[config.mk]
export PLATFORM = sky130hd
export DESIGN_NAME = vga_timing_ctrl
export DESIGN_NICKNAME = d
export VERILOG_FILES = /design/src/rtl/vga_pkg.sv /design/src/rtl/vga_timing_ctrl_sync_delay.sv /design/src/rtl/vga_timing_ctrl.sv
export SDC_FILE = /design/constraint.sdc
export NUM_CORES = 1
export LEC_CHECK = 0
export ABC_AREA = 1
export CORE_MARGIN = 2
export CORE_UTILIZATION = 59
export DETAILED_ROUTE_END_ITERATION = 10
export GPL_ROUTABILITY_DRIVEN = 0
export MAX_ROUTING_LAYER = met4
export PLACE_DENSITY = 0.87
export SLEW_MARGIN = 20
export SYNTH_ARGS = -nofsm -noshare
export SYNTH_HDL_FRONTEND = slang
export SYNTH_SLANG_ARGS = --single-unit
[constraint.sdc]
create_clock -name clk -period 3.36 [get_ports clk]
set_input_delay 0.504 -clock clk [delete_from_list [all_inputs] [get_ports clk]]
set_output_delay 0.504 -clock clk [all_outputs]
set_load 0.03 [all_outputs]
[src/rtl/vga_pkg.sv]
// Shared 720p timing constants, controller state encoding and sync bundle type.
package vga_pkg;

    localparam int IMAGE_WIDTH_DEF   = 1280;
    localparam int HFP_WIDTH_DEF     = 110;
    localparam int HSYNCH_WIDTH_DEF  = 40;
    localparam int HBP_WIDTH_DEF     = 220;
    localparam int IMAGE_HEIGHT_DEF  = 720;
    localparam int VFP_HEIGHT_DEF    = 5;
    localparam int VSYNCH_HEIGHT_DEF = 5;
    localparam int VBP_HEIGHT_DEF    = 20;
    localparam int PIPE_DELAY_DEF    = 1;

    localparam int H_TOTAL = IMAGE_WIDTH_DEF + HFP_WIDTH_DEF + HSYNCH_WIDTH_DEF + HBP_WIDTH_DEF;
    localparam int V_TOTAL = IMAGE_HEIGHT_DEF + VFP_HEIGHT_DEF + VSYNCH_HEIGHT_DEF + VBP_HEIGHT_DEF;

    typedef enum logic [1:0] {
        IDLE     = 2'd0,
        RUN      = 2'd1,
        STOPPING = 2'd2
    } vga_state_t;

    // Bits that travel down the delay line alongside the ROM read.
    typedef struct packed {
        logic valid;
        logic hs;
        logic vs;
    } sync_bits_t;

endpackage

[src/rtl/vga_timing_ctrl_sync_delay.sv]
// Fixed-depth delay line for {valid, hs, vs}; DEPTH=0 is a plain wire.
module sync_delay
    import vga_pkg::*;
#(
    parameter int DEPTH = 1
) (
    input  logic       clk,
    input  logic       reset_n,
    input  sync_bits_t din,
    output sync_bits_t dout
);

    generate
        if (DEPTH == 0) begin : g_pass
            logic unused_clk_rst;
            assign unused_clk_rst = &{1'b0, clk, reset_n};
            assign dout = din;
        end else begin : g_pipe
            sync_bits_t vld_pipe [DEPTH];

            // Shift every clock regardless of controller state so IDLE drains zeros.
            always_ff @(posedge clk or negedge reset_n) begin
                if (!reset_n) begin
                    for (int i = 0; i < DEPTH; i++) vld_pipe[i] <= '0;
                end else begin
                    vld_pipe[0] <= din;
                    for (int i = 1; i < DEPTH; i++) vld_pipe[i] <= vld_pipe[i-1];
                end
            end

            assign dout = vld_pipe[DEPTH-1];
        end
    endgenerate

endmodule

[src/rtl/vga_timing_ctrl.sv]
// Raster position counters, run/stop sequencing and delayed sync generation.
module vga_timing_ctrl
    import vga_pkg::*;
#(
    parameter int IMAGE_WIDTH   = IMAGE_WIDTH_DEF,
    parameter int HFP_WIDTH     = HFP_WIDTH_DEF,
    parameter int HSYNCH_WIDTH  = HSYNCH_WIDTH_DEF,
    parameter int HBP_WIDTH     = HBP_WIDTH_DEF,
    parameter int IMAGE_HEIGHT  = IMAGE_HEIGHT_DEF,
    parameter int VFP_HEIGHT    = VFP_HEIGHT_DEF,
    parameter int VSYNCH_HEIGHT = VSYNCH_HEIGHT_DEF,
    parameter int VBP_HEIGHT    = VBP_HEIGHT_DEF,
    parameter int PIPE_DELAY    = PIPE_DELAY_DEF
) (
    input  logic        clk,
    input  logic        reset_n,
    input  logic        enable,
    output logic [31:0] H_pos,
    output logic [31:0] V_pos,
    output logic        valid_video,
    output logic        valid_video_d,
    output logic        VGA_HS,
    output logic        VGA_VS,
    output logic        frame_start,
    output logic        line_start,
    output logic [15:0] frame_count,
    output logic        running
);

    localparam logic [31:0] H_LAST   = 32'(IMAGE_WIDTH + HFP_WIDTH + HSYNCH_WIDTH + HBP_WIDTH - 1);
    localparam logic [31:0] V_LAST   = 32'(IMAGE_HEIGHT + VFP_HEIGHT + VSYNCH_HEIGHT + VBP_HEIGHT - 1);
    localparam logic [31:0] H_ACT    = 32'(IMAGE_WIDTH);
    localparam logic [31:0] V_ACT    = 32'(IMAGE_HEIGHT);
    localparam logic [31:0] HS_BEGIN = 32'(IMAGE_WIDTH + HFP_WIDTH);
    localparam logic [31:0] HS_END   = 32'(IMAGE_WIDTH + HFP_WIDTH + HSYNCH_WIDTH);
    localparam logic [31:0] VS_BEGIN = 32'(IMAGE_HEIGHT + VFP_HEIGHT);
    localparam logic [31:0] VS_END   = 32'(IMAGE_HEIGHT + VFP_HEIGHT + VSYNCH_HEIGHT);

    vga_state_t  state, state_nxt;
    logic [31:0] h_cnt, h_nxt;
    logic [31:0] v_cnt, v_nxt;
    logic [15:0] fc_q, fc_nxt;
    logic        h_last, v_last, active;
    sync_bits_t  sync_raw, sync_d;

    assign h_last = (h_cnt == H_LAST);
    assign v_last = (v_cnt == V_LAST);
    assign active = (state != IDLE);

    // State, position and frame counter registers.
    always_ff @(posedge clk or negedge reset_n) begin
        if (!reset_n) begin
            state <= IDLE;
            h_cnt <= '0;
            v_cnt <= '0;
            fc_q  <= '0;
        end else begin
            state <= state_nxt;
            h_cnt <= h_nxt;
            v_cnt <= v_nxt;
            fc_q  <= fc_nxt;
        end
    end

    // Next state and counter advance; STOPPING only retires after the frame's last pixel.
    always_comb begin
        state_nxt = state;
        h_nxt     = h_cnt;
        v_nxt     = v_cnt;
        fc_nxt    = fc_q;
        case (state)
            IDLE:     if (enable) state_nxt = RUN;
            RUN:      if (!enable) state_nxt = STOPPING;
            STOPPING: begin
                if (enable)               state_nxt = RUN;
                else if (h_last && v_last) state_nxt = IDLE;
            end
            default:  state_nxt = IDLE;
        endcase
        if (!active) begin
            h_nxt = '0;
            v_nxt = '0;
        end else if (h_last) begin
            h_nxt = '0;
            if (v_last) begin
                v_nxt  = '0;
                fc_nxt = fc_q + 16'd1;
            end else begin
                v_nxt = v_cnt + 32'd1;
            end
        end else begin
            h_nxt = h_cnt + 32'd1;
        end
    end

    // Region decode straight off the registers so it lines up with the position.
    always_comb begin
        sync_raw.valid = active && (h_cnt < H_ACT) && (v_cnt < V_ACT);
        sync_raw.hs    = active && (h_cnt >= HS_BEGIN) && (h_cnt < HS_END);
        sync_raw.vs    = active && (v_cnt >= VS_BEGIN) && (v_cnt < VS_END);
    end

    sync_delay #(.DEPTH(PIPE_DELAY)) u_sync_delay (
        .clk     (clk),
        .reset_n (reset_n),
        .din     (sync_raw),
        .dout    (sync_d)
    );

    assign H_pos         = h_cnt;
    assign V_pos         = v_cnt;
    assign valid_video   = sync_raw.valid;
    assign valid_video_d = sync_d.valid;
    assign VGA_HS        = sync_d.hs;
    assign VGA_VS        = sync_d.vs;
    assign frame_start   = active && (h_cnt == '0) && (v_cnt == '0);
    assign line_start    = active && (h_cnt == '0);
    assign frame_count   = fc_q;
    assign running       = active;

endmodule

* After elaboration in Yosys (flattened, before gate mapping)
Cells that the tools add are included.
** Cells by class
- Equality and inequality tests :: 8
- $add $sub $neg :: 3
- Reduce and logical (&&, ||, !) cells :: 15
- Muxes and demuxes :: 10
- $lt $le $gt $ge :: 6
** Operators by type and width (count)
- 2-to-1 mux 32 bit :: 5
- adder 32 x 1 -> 32 bit, second input constant :: 2
- zero test 32 bit :: 2
- < comparator 32 x 10 -> 1 bit, second input constant :: 2
- < comparator 32 x 11 -> 1 bit, second input constant :: 2
- equality test 32 x 10 -> 1 bit, second input constant :: 1
- equality test 32 x 11 -> 1 bit, second input constant :: 1
- greater-or-equal comparator 32 x 10 -> 1 bit, second input constant :: 1
- greater-or-equal comparator 32 x 11 -> 1 bit, second input constant :: 1
- adder 16 x 1 -> 16 bit, second input constant :: 1
- logical AND 1 bit :: 9
- 2-to-1 mux 2 bit :: 4
- inequality test 2 bit, second input constant :: 3
- case mux 2 bit (3 select lines) :: 1
- AND reduction 3 bit :: 2
- inequality test 3 bit, second input constant :: 1
- equality test 2 x 1 -> 1 bit, second input constant :: 1
- equality test 2 bit, second input constant :: 1
- zero test 2 bit :: 1
- nonzero test 2 bit :: 1
** Storage, ports and cells
- Input bits :: 3
- Logic and storage cells :: 49
- Output and inout port bits :: 87
- Bits in registers :: 85

* Logic depth before layout (Yosys ltp)
- Word-level depth :: 5
- Depth in mapped cells :: 11
- Depth with buffers taken out :: 10

* By module
From an unflattened synthesis, not the netlist that was laid out.
** Second synthesis, totals
- Cells, all modules :: 881
- Area, all modules :: 5710.5 sq um
** Modules (own cells, without submodules)
- vga_timing_ctrl :: area each 5635.4 sq um, times used 1, sequential area each 2052.0 sq um, cells each 878
- sync_delay :: area each 75.1 sq um, times used 1, sequential area each 75.1 sq um, cells each 3

* Worst setup path after synthesis
OpenSTA, ideal clock, no wires.
- Kind :: register to output
- Start :: register v_cnt[0], in the netlist V_pos[0]
- End :: output frame_start
- Stages on the path, launching flop included :: 6
- Data arrival time :: 1.591 ns
- Path buffers :: 0
- Slack :: 1.265 ns
- Data required time :: 2.856 ns
- Cell sequence :: dfrtp_1 -> inv_1 -> ha_1 -> nor4b_1 -> nand4_1 -> nor2_1
** On the way
- Word-level cells in the longest chain between the ends :: 2
** Ends and longest elaborated chain
- start, declared :: line vga_timing_ctrl.sv:41 : logic [31:0] v_cnt, v_nxt;
- start signal, assigned :: line vga_timing_ctrl.sv:60 : v_cnt <= v_nxt;
- zero test 32 bit :: line vga_timing_ctrl.sv:116 : assign frame_start = active && (h_cnt == '0) && (v_cnt == '0);
- logical AND 1 bit :: line vga_timing_ctrl.sv:116
- end, declared :: line vga_timing_ctrl.sv:24 : output logic frame_start,
No other way between the ends.

* Final worst setup path
- Start :: register v_cnt[20], in the netlist V_pos[20]
- End :: output valid_video
** On the way
- Word-level cells in the longest chain between the ends :: 2
** Ends and longest elaborated chain
- < comparator 32 x 10 -> 1 bit :: line vga_timing_ctrl.sv:98 : sync_raw.valid = active && (h_cnt < H_ACT) && (v_cnt < V_ACT);
- logical AND 1 bit :: line vga_timing_ctrl.sv:98
- end, declared :: line vga_timing_ctrl.sv:20 : output logic valid_video,
No other way between the ends.

==> flow_metrics.py <==
metrics = {
    "detailed_routing": {
        "wl_per_cell_um": 13.8,
        "vias": 5873,
        "drtIter0Drc": 437,
        "antenna_left": 0,
        "drt-vias-per-instance": 5.32,
        "first_pass_iters": 5,
        "drc": 0,
        "routed_wl_um": 15200,
    },
    "final_layout": {
        "final_util": 0.746,
        "antennaDiodeCount": 0,
        "drive_above_1_share": 0.0369,
        "final_nets": 981,
        "fill_cells": 793,
        "syn_to_final_growth_pct": 21.7,
    },
    "clock_tree": {
        "cts_resized": 0,
        "post-cts-setup-buffers": 0,
        "cts_tree": "yes",
        "clkSinkCount": 85,
        "cts_buffer_depth": 2,
        "cts_made_buffers": 9,
        "clk_pin_slew_worst_paths_ns": 0.09,
        "cts.htree.levels": 3,
        "clk_latency_ns": 0.36,
        "hold_buffers": 0,
        "cts-root-buf": "clkbuf_8",
    },
    "yosys": {
        "synth_top_cell_by_area": "dfrtp_1",
        "netlist_area_um2": 5700,
        "yosys.cell_types.count": 33,
        "syn_inst": 881,
        "synth_top_area_share": 0.373,
        "syn_nets": 892,
        "ys_top_cells_by_count": "nand2_1, nor2_1, inv_1, dfrtp_1, nand3_1",
        "synth.yosys.seq_area_share": 0.373,
        "postSynthAreaPerCell_um2": 6.46,
        "synth_top_flop_cell": "dfrtp_1",
        "yosys_warnings": 0,
        "synthArstFlopShare": 1.00,
        "synth.area.top_cells": "dfrtp_1, nand2_1, nor2_1, inv_1, nand3_1",
        "post-synth-top-count-cell": "nand2_1",
        "synth_edf_count": 0,
        "ys_ff_latch": 85,
    },
    "grt": {
        "grt_pass1_wl_um": 24800,
        "grt_pass1_vias": 5291,
        "grt_max_degree": 70,
        "antenna_found_initial": 0,
        "grt_overflow_total": 0,
        "grt_use_total": 0.309,
    },
    "timing": {
        "finalMaxSlewViolations": 0,
        "rsz0062_at_grt": "false",
        "clock_skew_ns": 0.0156,
        "hold_viol": 0,
        "post-route-period-util": 0.881,
        "period_needed_ns": 2.96,
        "slew-limit-headroom": 0.396,
        "tns_ns": 0,
        "fmax_mhz": 338,
        "setup_violations": 0,
        "worst_pin_slew_ns": 0.906,
    },
    "critical_path": {
        "start_kind": "register",
        "reg2reg_setup_slack_ns": 1.23,
        "r2r_start": "H_pos[1]",
        "crit_path_end_kind": "primary output",
        "worstPathArrival_ns": 2.46,
        "required_ns": 2.86,
        "crit_fanout": 7,
        "crit_start": "V_pos[20]",
        "setup.worst_path.class": "reg -> out",
    },
    "floorplanning": {
        "dieWidth_um": 102,
        "start_util": 0.613,
        "core_area_um2": 9280,
        "die_area_um2": 10500,
        "boundaryPins": 90,
        "die_y_um": 102,
        "placementRows": 35,
    },
    "min_path": {
        "hold_path.class": "in -> async",
    },
    "pwr": {
        "vdd_drop_max_mv": 0.301,
        "pwr-share-comb": 0.098,
        "cellPowerDensity_nw_per_um2": 311,
        "switching_share": 0.251,
        "seqPwrFrac": 0.488,
        "internal_power_mw": 1.61,
        "p_leak_nw": 3.01,
        "clkPwrFrac": 0.414,
        "switchingPower_uw": 540,
    },
    "place": {
        "post-dp-hpwl_um": 11100,
        "io_buffer_count": 89,
    },
    "flow_run": {
        "cap_violations": 0,
    },
    "status": {
        "status": "completed",
    },
}
per-layer routing:
| metal | up-vias | routed length [um] | global-route usage |
|---|---|---|---|
| met2 | 264 | 7040 | 0.477 |
| li1 | 2928 | - | - |
| met4 | 0 | 211 | 0.0800 |
| met1 | 2657 | 6750 | 0.426 |
| met5 | - | 0 | - |
| met3 | 24 | 1210 | 0.0506 |
worst max-delay path, stage by stage, from the launching register on:
cell and delay (ns):
dfrtp_1 0.45, nor2_1 0.12, nand2_1 0.07, nor2_1 0.20, nand2_1 0.13, nor2_1 0.17, nand3_1 0.09, nor2_1 0.16
clkdlybuf4s50_1 0.70
registers in the layout, summed over array words and instances, names as in the netlist:
signal	cells
u_sync_delay.dout	3
H_pos	32
state	2
frame_count	16
V_pos	32
per-stage QoR:
stage | setup WS (ns) | cells | instance area, um2 | power [mW] | hold slack [ns]
2_1_floorplan | 1.27 | 881 | 5700 | 1.19 | 0.208
4_1_cts | 0.391 | 1104 | 6930 | 2.16 | 0.300
3_3_place_gp | 0.837 | 1088 | 6690 | 1.28 | 0.491
3_5_place_dp | 0.796 | 1088 | 6690 | 1.28 | 0.501
6_report | 0.401 | 1104 | 6930 | 2.15 | 0.265
5_1_grt | 0.260 | 1104 | 6930 | 2.22 | 0.339
logic make-up (layout without fill, tap and decap cells):
group                    after synthesis  in the layout  share of synthesized area
AND/OR/NAND/NOR                      603            603                      0.442
buffers and inverters                112            206                     0.0791
flip-flops                            85             85                      0.373
AO/OA/AOI/OAI                         41             41                     0.0387
XOR/XNOR                              32             32                     0.0492
adder cells (fa/ha/maj)                8              8                     0.0176
placed cells by master, fill, tap and decap left out, drive strengths merged:
cell type      instances
nand2                313
nor2                 185
o21bai                 3
o211ai                 2
nand4                 27
dfrtp                 85
nand3                 48
clkinv                 2
clkdlybuf4s50         88
bufinv                 3
nor4b                  1
or2                    1
clkbuf                12
xor2                  24
nor3                  21
nor4                   2
a21boi                 1
ha                     8
buf                    4
nand3b                 3
a21oi                  6
xnor2                  8
and3                   2
o21ai                 29
inv                   97
cell type report:
type | count | area, um2 | share of cell area
Multi-Input combinational cell | 684 | 3120 | 0.451
Sequential cell | 85 | 2130 | 0.307
Inverter | 98 | 368 | 0.0531
Clock buffer | 12 | 145 | 0.0209
Timing Repair Buffer | 92 | 911 | 0.131
Clock inverter | 4 | 95.1 | 0.0137
Tap cell | 129 | 161 | 0.0233
final timing paths:
| kind | to | cells past startpoint |
|---|---|---|
| min in group clk | frame_count[13] | 2 |
| max reg2reg | H_pos[10] | 8 |
| min reg2reg | frame_count[13] | 2 |
| min | H_pos[6] | 1 |
| max in group asynchronous | V_pos[6] | 2 |
| max | valid_video | 8 |
power groups by stage:
stage / combinational, mW / clock (mW) / sequential, mW
2_1_floorplan: 0.101 / 0 / 1.09
4_1_cts: 0.212 / 0.899 / 1.05
5_1_grt: 0.232 / 0.936 / 1.05
6_report: 0.211 / 0.890 / 1.05
3_5_place_dp: 0.211 / 0 / 1.07
3_3_place_gp: 0.209 / 0 / 1.07
(Power assumes the default switching activity.)
